**src/rtl/watch_pkg.sv**
```systemverilog
// Shared watch types: alarm FSM states, time limits and the alarm slot record.
package watch_pkg;

  typedef enum logic [1:0] {
    IDLE   = 2'd0,
    RING   = 2'd1,
    SNOOZE = 2'd2
  } alarm_state_e;

  localparam logic [7:0] MAX_HOUR = 8'd23;
  localparam logic [7:0] MAX_MIN  = 8'd59;

  typedef struct packed {
    logic       on;
    logic [7:0] hour;
    logic [7:0] minute;
  } alarm_slot_t;

  function automatic logic [7:0] clamp8(input logic [7:0] v, input logic [7:0] lim);
    return (v > lim) ? lim : v;
  endfunction

endpackage

```
**src/rtl/alarm_slot_match.sv**
```systemverilog
// Per-slot trigger: fires on the whole-minute second of an enabled slot's time.
module alarm_slot_match
  import watch_pkg::*;
(
  input  alarm_slot_t slot,
  input  logic [7:0]  hour,
  input  logic [7:0]  minute,
  input  logic [7:0]  second,
  output logic        fire
);

  assign fire = slot.on && (slot.hour == hour) && (slot.minute == minute) && (second == 8'd0);

endmodule

```
**src/rtl/alarm_scheduler.sv**
```systemverilog
// Multi-slot alarm scheduler on the 1 Hz tick: queues fired slots and shares one buzzer.
// Optional snooze support is built when ALARM_SNOOZE_EN is defined.
module alarm_scheduler
  import watch_pkg::*;
#(
  parameter int NUM_ALARMS = 4,
  parameter int RING_SEC   = 30,
  parameter int SNOOZE_MIN = 5
) (
  input  logic                          clk1sec,
  input  logic                          rst,
  input  logic [7:0]                    hour,
  input  logic [7:0]                    minute,
  input  logic [7:0]                    second,
  input  logic                          wr_req,
  input  logic [$clog2(NUM_ALARMS)-1:0] wr_idx,
  input  logic [7:0]                    wr_hour,
  input  logic [7:0]                    wr_min,
  input  logic                          wr_on,
  output logic                          wr_ack,
  input  logic                          stop,
  input  logic                          snooze,
  output logic                          ring,
  output logic [$clog2(NUM_ALARMS)-1:0] ring_idx,
  output logic [NUM_ALARMS-1:0]         pending
);

  localparam int IW = $clog2(NUM_ALARMS);
  localparam int RW = (RING_SEC > 1) ? $clog2(RING_SEC) : 1;
  localparam logic [RW-1:0] RING_LAST = RW'(RING_SEC - 1);

  alarm_state_e              state_q, state_d;
  alarm_slot_t [NUM_ALARMS-1:0] slot_q, slot_d;
  logic [NUM_ALARMS-1:0]     pending_q, pending_d;
  logic [NUM_ALARMS-1:0]     fire, kill_mask, svc_mask, avail;
  logic [IW-1:0]             ring_idx_q, ring_idx_d, winner;
  logic [RW-1:0]             ring_cnt_q, ring_cnt_d;
  logic                      ring_q, ring_d, wr_ack_q, wr_ack_d;
  logic                      wr_fire, kill_active, svc_clr;

`ifdef ALARM_SNOOZE_EN
  localparam int SNZ_TICKS = SNOOZE_MIN * 60;
  localparam int SW = (SNZ_TICKS > 1) ? $clog2(SNZ_TICKS) : 1;
  localparam logic [SW-1:0] SNZ_LAST = SW'(SNZ_TICKS - 1);
  logic [SW-1:0] snz_cnt_q, snz_cnt_d;
`else
  localparam int unused_snooze_min = SNOOZE_MIN;
  logic unused_snooze;
  assign unused_snooze = snooze;
`endif

  // Compare uses the stored slots, so a same-edge write only affects later matches.
  for (genvar g = 0; g < NUM_ALARMS; g++) begin : g_match
    alarm_slot_match u_match (
      .slot   (slot_q[g]),
      .hour   (hour),
      .minute (minute),
      .second (second),
      .fire   (fire[g])
    );
  end

  always_comb begin
    wr_fire     = wr_req && !wr_ack_q;
    wr_ack_d    = wr_req;
    slot_d      = slot_q;
    kill_mask   = '0;
    if (wr_fire) begin
      slot_d[wr_idx] = '{on: wr_on, hour: clamp8(wr_hour, MAX_HOUR), minute: clamp8(wr_min, MAX_MIN)};
      if (!wr_on) kill_mask = NUM_ALARMS'(1) << wr_idx;
    end
    kill_active = wr_fire && !wr_on && (wr_idx == ring_idx_q);

    avail  = pending_q & ~kill_mask;
    winner = '0;
    for (int i = NUM_ALARMS - 1; i >= 0; i--)
      if (avail[i]) winner = IW'(i);

    state_d    = state_q;
    ring_idx_d = ring_idx_q;
    ring_cnt_d = ring_cnt_q;
    svc_clr    = 1'b0;
`ifdef ALARM_SNOOZE_EN
    snz_cnt_d  = snz_cnt_q;
`endif
    case (state_q)
      IDLE: begin
        if (|avail) begin
          state_d    = RING;
          ring_idx_d = winner;
          ring_cnt_d = '0;
        end
      end
      RING: begin
        if (kill_active) state_d = IDLE;
        else if (stop) begin
          svc_clr = 1'b1;
          state_d = IDLE;
        end
`ifdef ALARM_SNOOZE_EN
        else if (snooze) begin
          state_d   = SNOOZE;
          snz_cnt_d = '0;
        end
`endif
        else if (ring_cnt_q == RING_LAST) begin
          svc_clr = 1'b1;  // missed alarm is dropped, not requeued
          state_d = IDLE;
        end else ring_cnt_d = ring_cnt_q + 1'b1;
      end
`ifdef ALARM_SNOOZE_EN
      SNOOZE: begin
        if (kill_active) state_d = IDLE;
        else if (stop) begin
          svc_clr = 1'b1;
          state_d = IDLE;
        end else if (snz_cnt_q == SNZ_LAST) begin
          state_d    = RING;
          ring_cnt_d = '0;
        end else snz_cnt_d = snz_cnt_q + 1'b1;
      end
`endif
      default: state_d = IDLE;
    endcase

    svc_mask  = svc_clr ? (NUM_ALARMS'(1) << ring_idx_q) : '0;
    pending_d = (pending_q | fire) & ~kill_mask & ~svc_mask;
    ring_d    = (state_d == RING);
  end

  always_ff @(posedge clk1sec or negedge rst) begin
    if (!rst) begin
      state_q    <= IDLE;
      slot_q     <= '0;
      pending_q  <= '0;
      ring_idx_q <= '0;
      ring_cnt_q <= '0;
      ring_q     <= 1'b0;
      wr_ack_q   <= 1'b0;
`ifdef ALARM_SNOOZE_EN
      snz_cnt_q  <= '0;
`endif
    end else begin
      state_q    <= state_d;
      slot_q     <= slot_d;
      pending_q  <= pending_d;
      ring_idx_q <= ring_idx_d;
      ring_cnt_q <= ring_cnt_d;
      ring_q     <= ring_d;
      wr_ack_q   <= wr_ack_d;
`ifdef ALARM_SNOOZE_EN
      snz_cnt_q  <= snz_cnt_d;
`endif
    end
  end

  assign ring     = ring_q;
  assign ring_idx = ring_idx_q;
  assign pending  = pending_q;
  assign wr_ack   = wr_ack_q;

endmodule

```
**config.mk**
```make
export PLATFORM = sky130hd
export DESIGN_NAME = alarm_scheduler
export DESIGN_NICKNAME = d
export VERILOG_FILES = /design/src/rtl/watch_pkg.sv /design/src/rtl/alarm_slot_match.sv /design/src/rtl/alarm_scheduler.sv
export SDC_FILE = /design/constraint.sdc
export NUM_CORES = 1
export LEC_CHECK = 0
export CAP_MARGIN = 40
export CORE_UTILIZATION = 55
export DETAILED_ROUTE_END_ITERATION = 6
export PLACE_DENSITY = 0.76
export SYNTH_ARGS = -nofsm -noshare
export SYNTH_HDL_FRONTEND = slang
export SYNTH_SLANG_ARGS = --single-unit
```
**constraint.sdc**
```tcl
create_clock -name clk1sec -period 2.48 [get_ports clk1sec]
set_clock_uncertainty 0.2 [all_clocks]
set_input_delay 0.62 -clock clk1sec [delete_from_list [all_inputs] [get_ports clk1sec]]
set_output_delay 0.62 -clock clk1sec [all_outputs]
set_load 0.01 [all_outputs]
```
==> out/summary.txt <==
count of flip-flops with a built-in enable after synthesis -> 0
Critical Path Fanout Max -> 7
Clock Tree Root -> clkbuf_8
drt first pass iters -> 4
Hold Slack -> 0.306 ns
GRT overflow -> 0
critical path class -> flop to output port
Startpoint Class -> flop
Worst Path Required -> 1.66 ns
status -> completed
initial antenna violation count -> 0
Via density -> 5.28
Post-DRT Antenna Nets -> 0
DRT Wirelength -> 9240 um
Buf+Inv Stages, Crit Path -> 1
Yosys cell types -> 43
first-pass GRT wire length -> 15200 um
RSZ-0062 raised after global routing -> false
share of post-route cells with drive strength above 1 -> 12.0%
Static Leakage -> 2.18 nW
Sw Share -> 29.2%
clk slew on worst S/H paths -> 0.08 ns
Final Cycle Share -> 92.3%
Sequential Power Share -> 52.9%
gr usage total -> 27.0%
fin worst setup slack -> 0.191 ns
#FFs+latches synth -> 83
PwrDens -> 601 nW/um^2
layout net count -> 527
fin crit period -> 2.29 ns
crit-path cells -> clkdlybuf4s50_1
DR WL/cell -> 16.0 um
Final Setup Violations -> 0
CP max stage cell -> clkdlybuf4s50_1
worst-skew pair later-pin latency -> 0.37 ns
post-place setup slack -> -0.287 ns
synthesized area -> 4020 sq um
Die Height -> 87.5 um
largest net degree at the start of global routing -> 57
CP endpoint kind -> output port
die footprint -> 7660 sq um
Data arrival, critical path -> 1.47 ns
CTS buffer count -> 9
type of the most critical hold path -> flop to flop
Net Sw Power -> 0.885 mW
Ys Warns -> 0
core area -> 6940 sq um
Area Overhead vs Synth -> 25.4%
dominant cells by area after synthesis -> dfrtp_1 52%, xnor2_1 12%, o21ai_0 5.1%
Final Util -> 72.6%
Top FF cell, synth -> dfrtp_1
Yosys top cell area share -> 51.7%
Mapped Nets -> 452
Row Count -> 30
Peak supply drop -> 0.000402 V
Post-synth top cells -> 83 x dfrtp_1, 56 x xnor2_1, 51 x nand2_1
Max stage delay on crit path -> 0.60 ns
max-slew violations -> 0
Comb pwr share -> 17.8%
vias -> 3054
Initial Utilization -> 57.9%
TritonCTS clock tree -> built
Synth area leader -> dfrtp_1
Top delay family on crit path -> buffers and inverters
DRC Markers -> 0
Mean Syn Cell Area -> 10.0 sq um
H-tree levels -> 3
HPWL after DPL -> 6880 um
GP Congestion -> 0.822
f_max -> 0.437 GHz
clk buf depth -> 2
synthesized netlist cell count -> 402
number of global-route vias before repair -> 3100
sequential-to-total area share from yosys stat -> 51.7%
n_diodes -> 0
Max Cap Viol -> 0
IO Pins -> 56
count leader, synth -> dfrtp_1
asr flop ratio synth -> 100%
Internal Pwr Total -> 2.15 mW
final hold viol count -> 0
die width -> 87.5 um
Clock Power Share -> 29.3%
Sinks on Clock Net -> 83
I/O Buffers -> 54
Initial DRC Count -> 222
==> path summary, 6_finish.rpt <==
path | start | end | slack (ns) | cells past startpoint
min in group asynchronous | rst | slot_q[11] | 0.52 | 2
worst min-delay path | slot_q[3] | slot_q[3] | 0.31 | 2
max in group asynchronous | rst | slot_q[14] | 0.94 | 3
worst min register to register | slot_q[3] | slot_q[3] | 0.31 | 2
worst max-delay path | ring_idx[0] | ring_idx[0] | 0.19 | 1
worst max register to register | ring_cnt_q[0] | ring_cnt_q[3] | 0.31 | 5
==> routing by layer <==
layer  up-vias  track usage, %  wire [um]  part of all wire [%]
li1       1505               -          -                     -
met1      1458            35.6       4160                    45
met2        76            44.7       4450                    48
met3        15            4.17        438                   4.7
met4         0            11.2        192                   2.1
met5         -               0          0                     0
==> through the flow <==
stage | total power, mW | instance area, sq um | cells | setup TNS [ns]
final | 3.03 | 5040 | 578 | 0
after global routing | 3.18 | 5040 | 578 | 0
after CTS | 3.05 | 5040 | 578 | 0
after detailed placement | 2.17 | 4850 | 561 | -2.82
after global placement | 2.15 | 4850 | 561 | -2.08
after floorplan | 1.93 | 4020 | 402 | 0
==> kinds of logic (layout without fill, tap and decap cells) <==
| group | count (synthesis) | in the layout | share of synthesized area, % |
|---|---|---|---|
| compound gates | 73 | 73 | 11.1 |
| xor+xnor | 66 | 66 | 14.4 |
| fa+ha+maj | 2 | 2 | 0.622 |
| buf+inv | 31 | 111 | 3.30 |
| flops | 83 | 83 | 51.7 |
| mux | 1 | 1 | 0.560 |
| other cells | 1 | 1 | 0.0933 |
| simple gates | 145 | 145 | 18.3 |
==> timing repair <==
action                     in CTS  in global routing
buffers inserted                0                  0
hold endpoints to repair       27                  0
hold buffers                    1                  0
setup endpoints to repair       0                  3
gates resized for setup         0                  1
==> registers in the layout, summed over array words and instances (netlist names) <==
signal      flops
pending         4
ring            1
ring_cnt_q      5
ring_idx        2
slot_q         68
state_q         2
wr_ack          1
==> power groups by stage <==
stage	clock network, mW	logic, mW	registers, mW
global route	0.956	0.599	1.62
global placement	0	0.524	1.62
CTS	0.897	0.543	1.60
finish	0.888	0.539	1.60
detailed placement	0	0.537	1.63
floorplan	0	0.315	1.61
==> placed cells by master, fill, tap and decap left out, types with 2 or more instances in the layout <==
cell type	instances
buf_4	30
ha_1	2
inv_6	2
or3_1	2
and2_1	20
nand4_1	13
nand2b_1	3
nor3b_1	3
o21ai_0	41
nor3_1	12
nand4b_1	2
o22ai_1	3
xnor2_1	56
buf_12	3
xor2_1	10
clkinv_2	2
nor2_1	17
clkdlybuf4s50_1	53
o21ai_1	6
o21ai_2	3
clkinvlp_4	3
nand2_1	51
clkbuf_8	9
nor2b_1	2
nand3_1	7
dfrtp_1	83
a21oi_1	10
or2_1	2
inv_1	8
nor4_1	6
==> final cells by class <==
cell class | count | area, sq um
clock buffers | 9 | 124
clock inverters | 7 | 50.0
fillers | 523 | 1900
inverters | 8 | 30.0
multi-input cells | 288 | 1810
flip-flops and latches | 83 | 2080
well taps | 96 | 120
repair buffers | 87 | 826
==> tightest hold or removal path: stages (launching register included) <==
cell and delay (ns):
dfrtp_1 0.36, nand2_1 0.05, o21ai_0 0.06
Note: power is estimated with default switching activity, not from simulation.
